`config.mk`:
```
export PLATFORM = sky130hd
export DESIGN_NAME = armleocpu_fetch_queue_flat
export DESIGN_NICKNAME = d
export VERILOG_FILES = /design/src/rtl/armleocpu_fetch_queue_pkg.sv /design/src/rtl/armleocpu_fetch_queue_if.sv /design/src/rtl/armleocpu_fetch_queue_fifo.sv /design/src/rtl/armleocpu_fetch_queue.sv /design/src/flat_wrapper.sv
export SDC_FILE = /design/constraint.sdc
export NUM_CORES = 1
export LEC_CHECK = 0
export ABC_AREA = 1
export CORE_MARGIN = 5
export CORE_UTILIZATION = 45
export DETAILED_ROUTE_END_ITERATION = 7
export GPL_TIMING_DRIVEN = 0
export HOLD_SLACK_MARGIN = 0.1
export PLACE_DENSITY_LB_ADDON = 0.15
export RECOVER_POWER = 25
export SKIP_LAST_GASP = 1
export SYNTH_ARGS = -nofsm -noshare
export SYNTH_HDL_FRONTEND = slang
export SYNTH_SLANG_ARGS = --single-unit
```
`constraint.sdc`:
```
create_clock -name clk -period 5.1 [get_ports clk]
set_input_delay 0.765 -clock clk [delete_from_list [all_inputs] [get_ports clk]]
set_output_delay 0.765 -clock clk [all_outputs]
set_load 0.02 [all_outputs]
```
`src/rtl/armleocpu_fetch_queue_pkg.sv`:
```
// Shared constants and entry layout for the fetch queue: cache command/response
// codes, instruction exception codes, NOP encoding and the FIFO entry struct.
package armleocpu_fetch_queue_pkg;

   localparam logic [3:0] CACHE_CMD_NONE    = 4'd0;
   localparam logic [3:0] CACHE_CMD_EXECUTE = 4'd1;

   localparam logic [3:0] CACHE_RESPONSE_IDLE        = 4'd0;
   localparam logic [3:0] CACHE_RESPONSE_WAIT        = 4'd1;
   localparam logic [3:0] CACHE_RESPONSE_DONE        = 4'd2;
   localparam logic [3:0] CACHE_RESPONSE_ACCESSFAULT = 4'd3;
   localparam logic [3:0] CACHE_RESPONSE_MISSALIGNED = 4'd4;
   localparam logic [3:0] CACHE_RESPONSE_PAGEFAULT   = 4'd5;

   localparam logic [31:0] EXCEPTION_CODE_INSTRUCTION_ADDRESS_MISSALIGNED = 32'd0;
   localparam logic [31:0] EXCEPTION_CODE_INSTRUCTION_ACCESS_FAULT        = 32'd1;
   localparam logic [31:0] EXCEPTION_CODE_INSTRUCTION_PAGE_FAULT          = 32'd12;

   // addi x0, x0, 0
   localparam logic [31:0] INSTRUCTION_NOP = 32'h0000_0013;

   typedef struct packed {
      logic [31:0] pc;
      logic [31:0] instr;
      logic        err;
      logic [4:0]  cause;
   } fq_entry_t;

   localparam int FQ_ENTRY_W = $bits(fq_entry_t);

   function automatic logic is_fault(input logic [3:0] resp);
      return (resp == CACHE_RESPONSE_ACCESSFAULT) ||
             (resp == CACHE_RESPONSE_MISSALIGNED) ||
             (resp == CACHE_RESPONSE_PAGEFAULT);
   endfunction

   function automatic logic [4:0] fault_cause(input logic [3:0] resp);
      logic [4:0] c;
      c = 5'(EXCEPTION_CODE_INSTRUCTION_ACCESS_FAULT);
      if (resp == CACHE_RESPONSE_MISSALIGNED)
         c = 5'(EXCEPTION_CODE_INSTRUCTION_ADDRESS_MISSALIGNED);
      else if (resp == CACHE_RESPONSE_PAGEFAULT)
         c = 5'(EXCEPTION_CODE_INSTRUCTION_PAGE_FAULT);
      return c;
   endfunction

endpackage

```
`src/rtl/armleocpu_fetch_queue_if.sv`:
```
// Instruction-cache command/response bus between the fetch queue (master)
// and the cache (slave).
interface armleocpu_fetch_queue_if;
   logic        c_reset_done;
   logic [3:0]  c_cmd;
   logic [31:0] c_address;
   logic [3:0]  c_response;
   logic [31:0] c_load_data;

   modport master (
      input  c_reset_done, c_response, c_load_data,
      output c_cmd, c_address
   );

   modport slave (
      output c_reset_done, c_response, c_load_data,
      input  c_cmd, c_address
   );
endinterface

```
`src/rtl/armleocpu_fetch_queue_fifo.sv`:
```
// DEPTH-entry ring buffer of fetch entries; flush empties it and wins over
// push/pop in the same cycle. Head is read straight from storage.
module armleocpu_fetch_queue_fifo
   import armleocpu_fetch_queue_pkg::*;
#(
   parameter  int DEPTH = 4,
   localparam int PW    = $clog2(DEPTH),
   localparam int CW    = PW + 1
) (
   input  logic          clk,
   input  logic          rst_n,
   input  logic          flush_i,
   input  logic          wr_en_i,
   input  fq_entry_t     wr_data_i,
   input  logic          rd_en_i,
   output fq_entry_t     rd_data_o,
   output logic [CW-1:0] count_o
);

   fq_entry_t     mem_q [DEPTH];
   logic [PW-1:0] wr_ptr_q, wr_ptr_d;
   logic [PW-1:0] rd_ptr_q, rd_ptr_d;
   logic [CW-1:0] count_q, count_d;

   always_comb begin
      wr_ptr_d = wr_ptr_q;
      rd_ptr_d = rd_ptr_q;
      count_d  = count_q;
      if (flush_i) begin
         wr_ptr_d = '0;
         rd_ptr_d = '0;
         count_d  = '0;
      end else begin
         // DEPTH is a power of two, so pointers wrap on their own
         if (wr_en_i) wr_ptr_d = wr_ptr_q + PW'(1);
         if (rd_en_i) rd_ptr_d = rd_ptr_q + PW'(1);
         count_d = count_q + CW'(wr_en_i) - CW'(rd_en_i);
      end
   end

   always_ff @(posedge clk or negedge rst_n) begin
      if (!rst_n) begin
         wr_ptr_q <= '0;
         rd_ptr_q <= '0;
         count_q  <= '0;
      end else begin
         wr_ptr_q <= wr_ptr_d;
         rd_ptr_q <= rd_ptr_d;
         count_q  <= count_d;
      end
   end

   always_ff @(posedge clk) begin
      if (wr_en_i && !flush_i)
         mem_q[wr_ptr_q] <= wr_data_i;
   end

   assign rd_data_o = mem_q[rd_ptr_q];
   assign count_o   = count_q;

endmodule

```
`src/rtl/armleocpu_fetch_queue.sv`:
```
// Decoupled fetch front-end: sequential EXECUTE reads into a DEPTH-entry FIFO,
// redirect flush/drop. Define ARMLEOCPU_FETCH_QUEUE_BYPASS_EN for 0-cycle empty-FIFO bypass.
module armleocpu_fetch_queue
   import armleocpu_fetch_queue_pkg::*;
#(
   parameter  int          DEPTH        = 4,
   parameter  logic [31:0] RESET_VECTOR = 32'h0000_2000,
   localparam int          CW           = $clog2(DEPTH) + 1
) (
   input  logic                     clk,
   input  logic                     rst_n,
   armleocpu_fetch_queue_if.master  cache,
   input  logic                     redirect_valid,
   input  logic [31:0]              redirect_pc,
   output logic                     f2e_valid,
   input  logic                     f2e_ready,
   output logic [31:0]              f2e_instr,
   output logic [31:0]              f2e_pc,
   output logic                     f2e_err,
   output logic [31:0]              f2e_cause,
   output logic [CW-1:0]            fq_count
);

   logic [31:0] fetch_pc_q, fetch_pc_d;
   logic [31:0] req_pc_q, req_pc_d;
   logic        outstanding_q, outstanding_d;
   logic        drop_q, drop_d;
   logic        stalled_q, stalled_d;

   logic        resp_done, resp_fault, resp_fin, resp_take;
   logic        issue, byp, fifo_wr, fifo_rd;
   logic [CW-1:0] fifo_count, reserved;
   fq_entry_t   resp_entry, head, out_entry;

   assign resp_done  = (cache.c_response == CACHE_RESPONSE_DONE);
   assign resp_fault = is_fault(cache.c_response);
   assign resp_fin   = outstanding_q && (resp_done || resp_fault);
   // A response finishing under a pending drop or a redirect never reaches the queue
   assign resp_take  = resp_fin && !drop_q && !redirect_valid;

   always_comb begin
      resp_entry.pc    = req_pc_q;
      resp_entry.instr = resp_fault ? INSTRUCTION_NOP : cache.c_load_data;
      resp_entry.err   = resp_fault;
      resp_entry.cause = resp_fault ? fault_cause(cache.c_response) : 5'd0;
   end

`ifdef ARMLEOCPU_FETCH_QUEUE_BYPASS_EN
   assign byp = resp_take && (fifo_count == '0);
`else
   assign byp = 1'b0;
`endif

   assign fifo_wr = resp_take && !(byp && f2e_ready);
   assign fifo_rd = f2e_ready && (fifo_count != '0);

   armleocpu_fetch_queue_fifo #(.DEPTH(DEPTH)) u_fifo (
      .clk       (clk),
      .rst_n     (rst_n),
      .flush_i   (redirect_valid),
      .wr_en_i   (fifo_wr),
      .wr_data_i (resp_entry),
      .rd_en_i   (fifo_rd),
      .rd_data_o (head),
      .count_o   (fifo_count)
   );

   // Entries already stored plus the one landing now; the new request needs a free slot beyond that
   assign reserved = fifo_count + CW'(fifo_wr);

   assign issue = rst_n && cache.c_reset_done && !stalled_q && !redirect_valid &&
                  (!outstanding_q || resp_fin) &&
                  !(resp_fin && resp_fault && !drop_q) &&
                  (reserved < CW'(DEPTH));

   assign cache.c_cmd     = issue ? CACHE_CMD_EXECUTE : CACHE_CMD_NONE;
   assign cache.c_address = fetch_pc_q;

   always_comb begin
      fetch_pc_d    = fetch_pc_q;
      req_pc_d      = req_pc_q;
      outstanding_d = outstanding_q;
      drop_d        = drop_q;
      stalled_d     = stalled_q;
      if (resp_fin) begin
         outstanding_d = 1'b0;
         drop_d        = 1'b0;
         if (resp_take && resp_fault) stalled_d = 1'b1;
      end
      if (issue) begin
         outstanding_d = 1'b1;
         req_pc_d      = fetch_pc_q;
         fetch_pc_d    = fetch_pc_q + 32'd4;
      end
      if (redirect_valid) begin
         fetch_pc_d = redirect_pc;
         stalled_d  = 1'b0;
         drop_d     = outstanding_q && !resp_fin;
      end
   end

   always_ff @(posedge clk or negedge rst_n) begin
      if (!rst_n) begin
         fetch_pc_q    <= RESET_VECTOR;
         req_pc_q      <= RESET_VECTOR;
         outstanding_q <= 1'b0;
         drop_q        <= 1'b0;
         stalled_q     <= 1'b0;
      end else begin
         fetch_pc_q    <= fetch_pc_d;
         req_pc_q      <= req_pc_d;
         outstanding_q <= outstanding_d;
         drop_q        <= drop_d;
         stalled_q     <= stalled_d;
      end
   end

   assign out_entry = byp ? resp_entry : head;
   assign f2e_valid = byp || (fifo_count != '0);
   assign f2e_pc    = out_entry.pc;
   assign f2e_instr = out_entry.instr;
   // Storage is not reset, so fault flags are qualified by valid
   assign f2e_err   = f2e_valid && out_entry.err;
   assign f2e_cause = f2e_err ? {27'd0, out_entry.cause} : 32'd0;
   assign fq_count  = fifo_count;

endmodule

```
`src/flat_wrapper.sv`:
```
// flat-port wrapper written by rule: the top's interface ports become plain ports
module armleocpu_fetch_queue_flat import armleocpu_fetch_queue_pkg::*;
#(
   parameter  int          DEPTH        = 4,
   parameter  logic [31:0] RESET_VECTOR = 32'h0000_2000,
   localparam int          CW           = $clog2(DEPTH) + 1
)
  (clk, rst_n, redirect_valid, redirect_pc, f2e_valid, f2e_ready, f2e_instr, f2e_pc, f2e_err, f2e_cause, fq_count, cache_c_reset_done, cache_c_response, cache_c_load_data, cache_c_cmd, cache_c_address);
  armleocpu_fetch_queue_if cache_i ();
  input  logic clk;
  input  logic rst_n;
  input  logic redirect_valid;
  input  logic [31:0] redirect_pc;
  output logic f2e_valid;
  input  logic f2e_ready;
  output logic [31:0] f2e_instr;
  output logic [31:0] f2e_pc;
  output logic f2e_err;
  output logic [31:0] f2e_cause;
  output logic [CW-1:0] fq_count;
  input wire logic [$bits(cache_i.c_reset_done)-1:0] cache_c_reset_done;
  input wire logic [$bits(cache_i.c_response)-1:0] cache_c_response;
  input wire logic [$bits(cache_i.c_load_data)-1:0] cache_c_load_data;
  output wire logic [$bits(cache_i.c_cmd)-1:0] cache_c_cmd;
  output wire logic [$bits(cache_i.c_address)-1:0] cache_c_address;
  assign cache_i.c_reset_done = cache_c_reset_done;
  assign cache_i.c_response = cache_c_response;
  assign cache_i.c_load_data = cache_c_load_data;
  assign cache_c_cmd = cache_i.c_cmd;
  assign cache_c_address = cache_i.c_address;
  armleocpu_fetch_queue #(.DEPTH(DEPTH), .RESET_VECTOR(RESET_VECTOR)) u_core (.clk(clk), .rst_n(rst_n), .cache(cache_i), .redirect_valid(redirect_valid), .redirect_pc(redirect_pc), .f2e_valid(f2e_valid), .f2e_ready(f2e_ready), .f2e_instr(f2e_instr), .f2e_pc(f2e_pc), .f2e_err(f2e_err), .f2e_cause(f2e_cause), .fq_count(fq_count));
endmodule
```
==> impl_metrics.toml <==
[cts]
hold_buffers = 0
cts_setup_buffers = 0
clk-insertion-delay-late_ns = 0.51
cts_max_path_buffers = 3
root_buffer = "clkbuf_16"
clock_sinks = 342
cts_resized = 0
cts.clk_slew.worst_paths_ns = 0.06
cts_tree = "yes"
htreeDepth = 2
cts_buffers = 37

[sta]
hold_violations = 0
fin_ws_ns = 0.4263
maxSlewViolCount = 78
rsz0062_at_grt = "no"
fin_skew_ns = 0.006118
period_minus_slack_ns = 4.674
clock.fmax_ghz = 0.2140
fin_crit_sh_pct = 91.64
hold_slack_ns = 0.5081
tightest_slew_ns = 2.426
slew_headroom_pct = -61.74
setup_viol = 0

[routing]
drc_errors = 0
wl_per_cell_microns = 17.68
dr_total_vias = 10430
drt-pass1-iter-count = 6
drtAntennaViolNets = 0
drt_iter0_drc = 740
avgViaCountPerCell = 4.988
routed_wl_microns = 36940

[yosys]
synth_edf_count = 268
synth_cells = 1364
syn_area_sq_mm = 0.01461
yosys_register_bits = 342
ys_async_sr_fraction_pct = 21.64
ys_dominant_reg_cell = "edfxtp_1"
ys_types = 32
ys_warn_count = 0
synth.avg_cell_area_sq_um = 10.71
seq_area_frac_synth_pct = 67.77

[power]
leakage_nw = 7.112
total_power_mw = 8.428
p_per_area_mw_per_mm2 = 457.6
peakVddDrop_uv = 227.3

[setup_path]
critPathLaunchType = "input pin"
crit_required_ns = 4.34
regToRegSetupSlack_ns = 2.63
crit_type = "in -> out"
endpoint_kind = "primary output"
cp.arrival_ns = 3.91
worstPathMaxFanout = 10

[final_layout]
diodes = 0
fin_area_sq_mm = 0.01842
final_common_cell = "edfxtp_1"
drive_gt1_share_pct = 8.495
syn_to_final_growth_pct = 26.07
finalNetCount = 1701
final_cell_mix = "edfxtp_1 (268), nand2_1 (248), nor2_1 (226)"
utilization_pct = 57.05
n_fill_cell = 2753

[die]
core_area_sq_mm = 0.03229
rows = 66
start_util_pct = 45.25
die_w_microns = 190.2
ios = 210
die_area_sq_mm = 0.03617
die_height_microns = 190.2

[global_routing]
antenna_found_initial = 0
grtUsageMet3_pct = 3.615
grt_pass1_wl_microns = 56970
use_met1_pct = 27.76
grt_pass1_vias = 10370
grt.met2_usage_pct = 33.32
grtUsageTotal_pct = 20.18
grt_max_degree = 45
grt-busiest-layer = "met2"
overflow = 0

[flow_run]
cap_violations = 2

[hold_path]
hp-class = "reg -> reg"

[placement]
port_buffers = 176
hpwl_microns = 25300
gp_congestion = 0.9177
pre_cts_slack_ns = 0.3968
placed_area_sq_mm = 0.01727

[outcome]
violations = "max-capacitance violations, max-slew violations"
status = "finished, violations left"
registers in the layout, indices dropped and copies added (netlist names):
signal / count
u_core.u_fifo.mem_q: 268
u_core.cache.c_address: 32
u_core.req_pc_q: 32
u_core.u_fifo.count_o: 3
u_core.u_fifo.rd_ptr_q: 2
u_core.u_fifo.wr_ptr_q: 2
u_core.drop_q: 1
u_core.outstanding_q: 1
u_core.stalled_q: 1
per-layer routing:
layer	up-vias	share of wire (%)
li1	5112	-
met1	4902	43
met2	351	48
met3	60	6.4
met4	0	2.4
met5	-	0
synth_stat cells, types with 2 or more instances:
cell | n | area share (%)
xor2_1 | 5 | 0.30
a21oi_1 | 4 | 0.14
buf_4 | 39 | 2.0
buf_2 | 14 | 0.48
nand4_1 | 5 | 0.21
nor2_4 | 2 | 0.15
buf_1 | 4 | 0.10
or2_2 | 3 | 0.13
clkbuf_1 | 37 | 0.95
o22ai_1 | 65 | 2.8
nand3_1 | 52 | 1.8
dfstp_2 | 2 | 0.36
o21ai_0 | 159 | 5.4
nand3_2 | 3 | 0.21
inv_2 | 2 | 0.051
edfxtp_1 | 268 | 55
nor2_1 | 230 | 5.9
nand2_1 | 248 | 6.4
buf_6 | 6 | 0.46
dfrtp_1 | 72 | 12
nor2_2 | 3 | 0.13
inv_1 | 100 | 2.6
nand2_2 | 3 | 0.13
o21ai_1 | 22 | 0.75
ha_1 | 9 | 0.77
metrics by stage:
step | setup TNS, ns | cells
final | 0 | 2090
after global routing | 0 | 2090
after CTS | 0 | 2090
after detailed placement | 0 | 2022
after global placement | -677.71 | 2013
after floorplan | 0 | 1395
worst paths after layout:
check                                          start                         end  cells past startpoint
worst min register to register      u_core.stalled_q            u_core.stalled_q                      2
worst max-delay path             cache_c_response[2]              cache_c_cmd[0]                     17
max in group asynchronous                      rst_n         u_core.req_pc_q[27]                      2
min in group asynchronous                      rst_n   u_core.cache.c_address[4]                      1
worst max register to register  u_core.outstanding_q  u_core.u_fifo.mem_q[3][23]                      7
worst min-delay path                u_core.stalled_q            u_core.stalled_q                      2
final cells by class:
cell class	count	area, sq um	share of cell area (%)
Clock inverter	13	116.4	0.6317
Buffer	100	584.3	3.172
Inverter	103	386.6	2.099
Multi-Input combinational cell	850	3885	21.09
Clock buffer	55	1066	5.787
Timing Repair Buffer	185	1927	10.46
Tap cell	442	553.0	3.002
Sequential cell	342	9902	53.76
worst max-delay path, cell delays in order:
cell	delay (ns)
clkdlybuf4s50_1	0.45
nor2_1	0.13
nand2_1	0.11
a21oi_1	0.15
nand2_1	0.08
nor2_1	0.25
ha_1	0.22
ha_1	0.16
inv_1	0.04
nand2_1	0.05
nand2_1	0.11
nor2_4	0.16
nand2_1	0.10
nor2_4	0.17
buf_4	0.22
buf_4	0.13
clkdlybuf4s50_1	0.60
cell families (layout without fill, tap and decap cells):
group	count (synthesis)	count (layout)	synth area share [%]
AO/OA/AOI/OAI	252	252	9.248
XOR/XNOR	6	6	0.3596
adder cells (fa/ha/maj)	9	9	0.7707
buffers and inverters	203	456	6.645
flip-flops	342	342	67.77
other	1	32	0.02566
AND/OR/NAND/NOR	551	551	15.18
power breakdown:
group	internal, mW	switching [mW]
registers	3.35	0.261
logic	0.875	1.37
clock network	1.55	1.02
total	5.78	2.65
(Power assumes the default switching activity.)
